## config.mk

```make
export PLATFORM = sky130hd
export DESIGN_NAME = led_panel_scan_ctrl
export DESIGN_NICKNAME = d
export VERILOG_FILES = /design/src/rtl/led_panel_pkg.sv /design/src/rtl/led_panel_dwell_counter.sv /design/src/rtl/led_panel_scan_ctrl.sv
export SDC_FILE = /design/constraint.sdc
export NUM_CORES = 1
export LEC_CHECK = 0
export ABC_AREA = 1
export CORE_ASPECT_RATIO = 0.9
export CORE_MARGIN = 2
export CORE_UTILIZATION = 51
export CTS_BUF_LIST = sky130_fd_sc_hd__clkbuf_2
export CTS_CLUSTER_SIZE = 24
export DETAILED_ROUTE_END_ITERATION = 10
export PLACE_DENSITY = 0.78
export SYNTH_ARGS = -nofsm -noshare
export SYNTH_HDL_FRONTEND = slang
export SYNTH_SLANG_ARGS = --single-unit
```

## constraint.sdc

```tcl
create_clock -name clk -period 3.1 [get_ports clk]
set_clock_uncertainty 0.15 [all_clocks]
set_input_delay 0.465 -clock clk [delete_from_list [all_inputs] [get_ports clk]]
set_output_delay 0.465 -clock clk [all_outputs]
set_load 0.01 [all_outputs]
```

## src/rtl/led_panel_pkg.sv

```systemverilog
// Shared definitions for the LED panel scan controller: scan states,
// parameter defaults and the bit order of the registered panel pin bundle.
package led_panel_pkg;

    localparam int COLS_DEFAULT           = 32;
    localparam int DISPLAY_CYCLES_DEFAULT = 256;

    // Dwell counter width: covers 2*COLS-1 (max 127) and DISPLAY_CYCLES-1 (max 65534).
    localparam int DWELL_W = 16;

    typedef enum logic [2:0] {
        ST_IDLE,
        ST_SHIFT,
        ST_BLANK,
        ST_ADDR,
        ST_LATCH,
        ST_DISPLAY
    } scan_state_t;

    // Panel pins, MSB first: colour, shift clock, latch, blank, row address.
    typedef struct packed {
        logic red;
        logic green;
        logic blue;
        logic sclk;
        logic latch;
        logic blank;
        logic aclk;
        logic arst;
    } panel_pins_t;

    // Quiet panel: display blanked, every strobe and colour low.
    localparam panel_pins_t PINS_QUIET = '{
        red: 1'b0, green: 1'b0, blue: 1'b0, sclk: 1'b0,
        latch: 1'b0, blank: 1'b1, aclk: 1'b0, arst: 1'b0
    };

endpackage

```

## src/rtl/led_panel_dwell_counter.sv

```systemverilog
// Reloadable down-counter timing the SHIFT and DISPLAY dwell periods.
// Loading value N gives N+1 cycles until zero is flagged; it parks at zero.
// count_next is exposed so the controller can register outputs aligned
// with the cycle they describe.
module led_panel_dwell_counter #(
    parameter int W = 16
) (
    input  logic         clk,
    input  logic         reset,
    input  logic         load,
    input  logic [W-1:0] load_value,
    output logic [W-1:0] count_next,
    output logic         zero
);

    logic [W-1:0] count;

    // Reload on strobe, otherwise count down and stop at zero.
    always_comb begin
        // NOTE: every path assigns count_next, so no latch is inferred.
        if (load) begin
            count_next = load_value;
        end else if (count != '0) begin
            count_next = count - W'(1);
        end else begin
            count_next = count;
        end
    end

    assign zero = (count == '0);

    // Counter register with synchronous reset.
    always_ff @(posedge clk) begin
        // NOTE: non-blocking assignment keeps every register update order-independent.
        if (reset) begin
            count <= '0;
        end else begin
            count <= count_next;
        end
    end

endmodule

```

## src/rtl/led_panel_scan_ctrl.sv

```systemverilog
// HUB75-style LED panel scan controller: shifts one row of pixels, blanks,
// advances the row address, latches, then displays with PWM-style on-time.
// All outputs are registered from the next-state decode so they line up
// with the state they belong to.
module led_panel_scan_ctrl
    import led_panel_pkg::*;
#(
    parameter int COLS           = COLS_DEFAULT,
    parameter int DISPLAY_CYCLES = DISPLAY_CYCLES_DEFAULT
) (
    input  logic        clk,
    input  logic        reset,
    input  logic        enable_in,
    input  logic [3:0]  rowmax_in,
    input  logic [15:0] bright_in,
    output logic        pix_req,
    output logic [5:0]  pix_col,
    output logic [3:0]  pix_row,
    input  logic [2:0]  pix_rgb,
    output logic        red_out,
    output logic        green_out,
    output logic        blue_out,
    output logic        sclk_out,
    output logic        latch_out,
    output logic        blank_out,
    output logic        aclk_out,
    output logic        arst_out,
    output logic        frame_start
);

    localparam logic [DWELL_W-1:0] SHIFT_LOAD   = DWELL_W'(2 * COLS - 1);
    localparam logic [DWELL_W-1:0] DISPLAY_LOAD = DWELL_W'(DISPLAY_CYCLES - 1);
    localparam logic [DWELL_W-1:0] LAST_COL     = DWELL_W'(COLS - 1);

    scan_state_t        state, state_next;
    logic [3:0]         row, row_next, rowmax_q;
    logic [15:0]        bright_q, bright_eff;
    logic               cnt_load, cnt_zero, frame_begin;
    logic [DWELL_W-1:0] cnt_load_value, cnt_next;

    panel_pins_t        pins_q, pins_next;
    logic               pix_req_next, frame_start_next;
    logic [5:0]         pix_col_next;
    logic [3:0]         pix_row_next;

    led_panel_dwell_counter #(.W(DWELL_W)) u_dwell (
        .clk        (clk),
        .reset      (reset),
        .load       (cnt_load),
        .load_value (cnt_load_value),
        .count_next (cnt_next),
        .zero       (cnt_zero)
    );

    // State register; rowmax is frozen per frame, brightness per row.
    always_ff @(posedge clk) begin
        if (reset) begin
            state    <= ST_IDLE;
            row      <= '0;
            rowmax_q <= '0;
            bright_q <= '0;
        end else begin
            state <= state_next;
            row   <= row_next;
            if (frame_begin) begin
                rowmax_q <= rowmax_in;
            end
            if (state == ST_LATCH) begin
                bright_q <= bright_in;
            end
        end
    end

    // Next-state decode and dwell counter reloads.
    always_comb begin
        state_next     = state;
        row_next       = row;
        cnt_load       = 1'b0;
        cnt_load_value = SHIFT_LOAD;
        frame_begin    = 1'b0;
        case (state)
            ST_IDLE: begin
                if (enable_in) begin
                    state_next  = ST_SHIFT;
                    row_next    = '0;
                    cnt_load    = 1'b1;
                    frame_begin = 1'b1;
                end
            end
            ST_SHIFT: begin
                if (cnt_zero) begin
                    state_next = ST_BLANK;
                end
            end
            ST_BLANK: state_next = ST_ADDR;
            ST_ADDR:  state_next = ST_LATCH;
            ST_LATCH: begin
                state_next     = ST_DISPLAY;
                cnt_load       = 1'b1;
                cnt_load_value = DISPLAY_LOAD;
            end
            ST_DISPLAY: begin
                if (cnt_zero) begin
                    if (row < rowmax_q) begin
                        row_next   = row + 4'd1;
                        state_next = ST_SHIFT;
                        cnt_load   = 1'b1;
                    end else begin
                        row_next = '0;
                        if (enable_in) begin
                            state_next  = ST_SHIFT;
                            cnt_load    = 1'b1;
                            frame_begin = 1'b1;
                        end else begin
                            state_next = ST_IDLE;
                        end
                    end
                end
            end
            default: state_next = ST_IDLE;
        endcase
    end

    // On the first DISPLAY cycle the brightness register is not loaded yet.
    assign bright_eff = (state == ST_LATCH) ? bright_in : bright_q;

    // Output decode for the coming cycle; odd count values are request phases.
    always_comb begin
        pins_next        = PINS_QUIET;
        pix_req_next     = 1'b0;
        pix_col_next     = '0;
        pix_row_next     = '0;
        frame_start_next = frame_begin;
        {pins_next.red, pins_next.green, pins_next.blue} =
            pix_req ? pix_rgb : {pins_q.red, pins_q.green, pins_q.blue};
        case (state_next)
            ST_IDLE: begin
                {pins_next.red, pins_next.green, pins_next.blue} = 3'b000;
            end
            ST_SHIFT: begin
                pix_req_next   = cnt_next[0];
                pins_next.sclk = ~cnt_next[0];
                pix_col_next   = 6'(LAST_COL - (cnt_next >> 1));
                pix_row_next   = row_next;
            end
            ST_ADDR: begin
                pins_next.arst = (row_next == '0);
                pins_next.aclk = (row_next != '0);
            end
            ST_LATCH: begin
                pins_next.latch = 1'b1;
            end
            ST_DISPLAY: begin
                pins_next.blank = !((DISPLAY_LOAD - cnt_next) < bright_eff);
            end
            default: ;
        endcase
    end

    // Output registers.
    always_ff @(posedge clk) begin
        if (reset) begin
            pins_q      <= PINS_QUIET;
            pix_req     <= 1'b0;
            pix_col     <= '0;
            pix_row     <= '0;
            frame_start <= 1'b0;
        end else begin
            pins_q      <= pins_next;
            pix_req     <= pix_req_next;
            pix_col     <= pix_col_next;
            pix_row     <= pix_row_next;
            frame_start <= frame_start_next;
        end
    end

    assign red_out   = pins_q.red;
    assign green_out = pins_q.green;
    assign blue_out  = pins_q.blue;
    assign sclk_out  = pins_q.sclk;
    assign latch_out = pins_q.latch;
    assign blank_out = pins_q.blank;
    assign aclk_out  = pins_q.aclk;
    assign arst_out  = pins_q.arst;

endmodule

```

==> metrics.cfg <==
[outcome]
outcome = finished clean

[worst_setup_path]
regToRegSetupSlack_ns = 0.03
crit_required_ns = 3.39
critical_path_class = reg -> reg
crit_path_start_kind = flop
cpMostUsedCell = nand2_2
r2r_cells = 23
rr_startpoint = u_dwell.count[0]
cp-end-kind = flop
path_cells = inv_2 -> ha_4 -> inv_2 -> nor2_1 -> nand2_1 -> nor2_2 -> nand2_2 -> nand2_2 -> nor2_4 -> nand2_2 -> nand2_2 -> nand2_4 -> ha_4 -> inv_2 -> buf_6 -> nor2_4 -> nand3_2 -> xor2_1 -> ha_1 -> nand4_1 -> o221ai_1 -> nor4_1 -> nand2_1
max_stage_delay_ns = 0.35
critical_path_arrival_ns = 3.36
worstReg2RegEnd = blank_out
cp_max_fo = 3
critPathSlowestCell = dfxtp_2

[routing]
vias_per_cell = 5.23
wl_per_cell_microns = 14.0
vias = 3214
drtAntennaViolNets = 0
first_pass_iters = 5
drc_errors = 0
initialDrtViolationCount = 261
drt_wl_total_mm = 8.57

[min_path]
hold_depth = 2
min_path_type = reg -> reg
hold_path_startpoint = rowmax_q[1]
hold_end = rowmax_q[1]

[synth]
synthCells = 434
synthFlopType = dfxtp_1
yosysMostFrequentCell = nor2_1
synth_edf_count = 0
synth_cell_types = 41
async_reset_ff_frac = 0
syn-cell-area_sq_mm = 0.00336
yosys_warnings = 0
netlist_top_cells_count = 78 x nor2_1, 76 x nand2_1, 63 x dfxtp_1
syn_area_per_cell_sq_um = 7.75
synth.largest_area_cell = dfxtp_1
synth_seq_cells = 63
synth_fp_nets = 482
yosysSeqAreaShare = 0.375
synth_top_area_share = 0.375
synth_area_leaders = dfxtp_1 38%, nor2_1 8.7%, nand2_1 8.5%, ha_1 8.2%, inv_1 5.8%

[clock_tree]
cts.path.max_buffers = 2
cts_hold_buf = 0
h-tree-depth = 3
cts-root-buf = clkbuf_2
clock-sinks = 63
clk_pin_slew_ns = 0.16
tritoncts = yes
clk_latency_ns = 0.53
numCtsBuffers = 9

[power]
leakagePower_uw = 0.00203
power.share.combinational = 0.624
p_int_uw = 2050
seqPwrFrac = 0.275
clkPwrFrac = 0.101
switching_share = 0.446
p_per_area_mw_per_mm2 = 832
ir_drop_uv = 458
power.switching_uw = 1650

[floorplanning]
die-area_sq_mm = 0.00726
io-pin-count = 46
dieHeight_microns = 81.0
start_util = 0.519
fp-row-count = 28
die_x_microns = 89.6
core_sq_mm = 0.00648

[cells_and_area]
areaGrowthSynthToFinish_pct = 32.3
fin_nets = 570
drive_gt1_frac = 0.235
n_antenna_cell = 0

[timing]
period_share = 0.990
holdWs_ns = 0.327
worst_pin_slew_ns = 0.479
hold_viol_final = 0
max_freq_ghz = 0.326
post-route-min-period_ns = 3.07
setup_tns_ns = 0
setup_violations = 0
slew_headroom = 0.677
rsz0062_at_grt = true
drv_slew = 0

[global_routing]
grt_pass1_wl_mm = 13.3
overflow = 0
grt_max_degree = 24
grt_pass1_vias = 3006
antenna_found_initial = 0
grt_usage = 0.241

[placed_design]
dp_hpwl_mm = 6.06
gp_congestion = 0.979
port_buffers = 45

[job]
cap_violations = 0

[routing by layer]
metal / share of wire / GRT usage
met1: 0.44 / 0.313
met2: 0.47 / 0.389
met3: 0.061 / 0.0457
met4: 0.034 / 0.101
met5: 0 / 0
[power groups by stage]
stage / clock [uW] / combinational (uW) / sequential (uW)
after floorplan: 0 / 1350 / 1030
after global placement: 0 / 1890 / 1020
after detailed placement: 0 / 1960 / 1020
after CTS: 373 / 2070 / 1010
after global routing: 403 / 2580 / 1030
final: 375 / 2310 / 1020
[through the flow]
step                       util  setup WS [ns]  instance area (sq um)  instances  total power, uW
after floorplan               -          0.161                   3360        434             2370
after global routing      0.687         -0.182                   4450        614             4010
after CTS                 0.669        0.00125                   4340        609             3450
after global placement    0.636         -0.105                   4120        590             2900
after detailed placement  0.636         -0.204                   4120        590             2980
final                     0.687         0.0317                   4450        614             3710
[layout make-up]
cell class / instances / area, sq um
sequential: 63 / 1270
clock buffer: 10 / 50.0
fill: 518 / 2030
timing repair buffer: 85 / 767
inverter: 59 / 229
tap: 90 / 113
multi-input combinational: 304 / 2010
clock inverter: 3 / 13.8
[worst max-delay path: cells and delay by family, from the launching register on]
kind / cells / cell delay (ns)
simple gates: 14 / 1.29
buf+inv: 4 / 0.26
compound gates: 1 / 0.13
xor+xnor: 1 / 0.17
flops: 1 / 0.35
fa+ha+maj: 3 / 0.61
[registers in the layout, indices dropped and copies added (netlist names), 3 cells and up]
name           count
bright_q          16
u_dwell.count     16
pix_col            6
pix_row            4
row                4
rowmax_q           4
state              3
[cell families (layout without fill, tap and decap cells)]
family | count (synthesis) | in the layout | share of synthesized area
compound gates | 38 | 38 | 0.0647
mux | 18 | 18 | 0.0536
flops | 63 | 63 | 0.375
buf+inv | 67 | 157 | 0.0781
fa+ha+maj | 22 | 22 | 0.0818
xor+xnor | 15 | 15 | 0.0391
simple gates | 211 | 211 | 0.308
[placed cells by master (no fill, tap or decap), types with 8 or more instances in the layout]
cell type / n
a21oi_1: 14
nor2_4: 12
nand2_1: 67
nor2_1: 74
buf_4: 38
o21ai_0: 8
clkdlybuf4s50_1: 45
dfxtp_1: 57
inv_1: 48
nand2_2: 13
ha_1: 16
clkbuf_2: 10
nand3_1: 9
inv_2: 8
mux2i_1: 18
[how the worst max path moves through the flow]
stage	to	cells after the start	from	slack, ns
5_1_grt	blank_out	23	u_dwell.count[0]	-0.18
3_3_place_gp	blank_out	18	enable_in	-0.11
2_1_floorplan	blank_out	23	u_dwell.count[0]	0.16
3_5_place_dp	blank_out	18	enable_in	-0.20
6_report	blank_out	23	u_dwell.count[0]	0.03
4_1_cts	blank_out	22	rowmax_q[3]	0.001
[repair_timing]
item,4_1_cts,5_1_grt
gates resized for setup,29,16
pin swaps,12,18
setup buffers,6,5
setup endpoints to repair,1,1
Note: power is estimated with default switching activity, not from simulation.
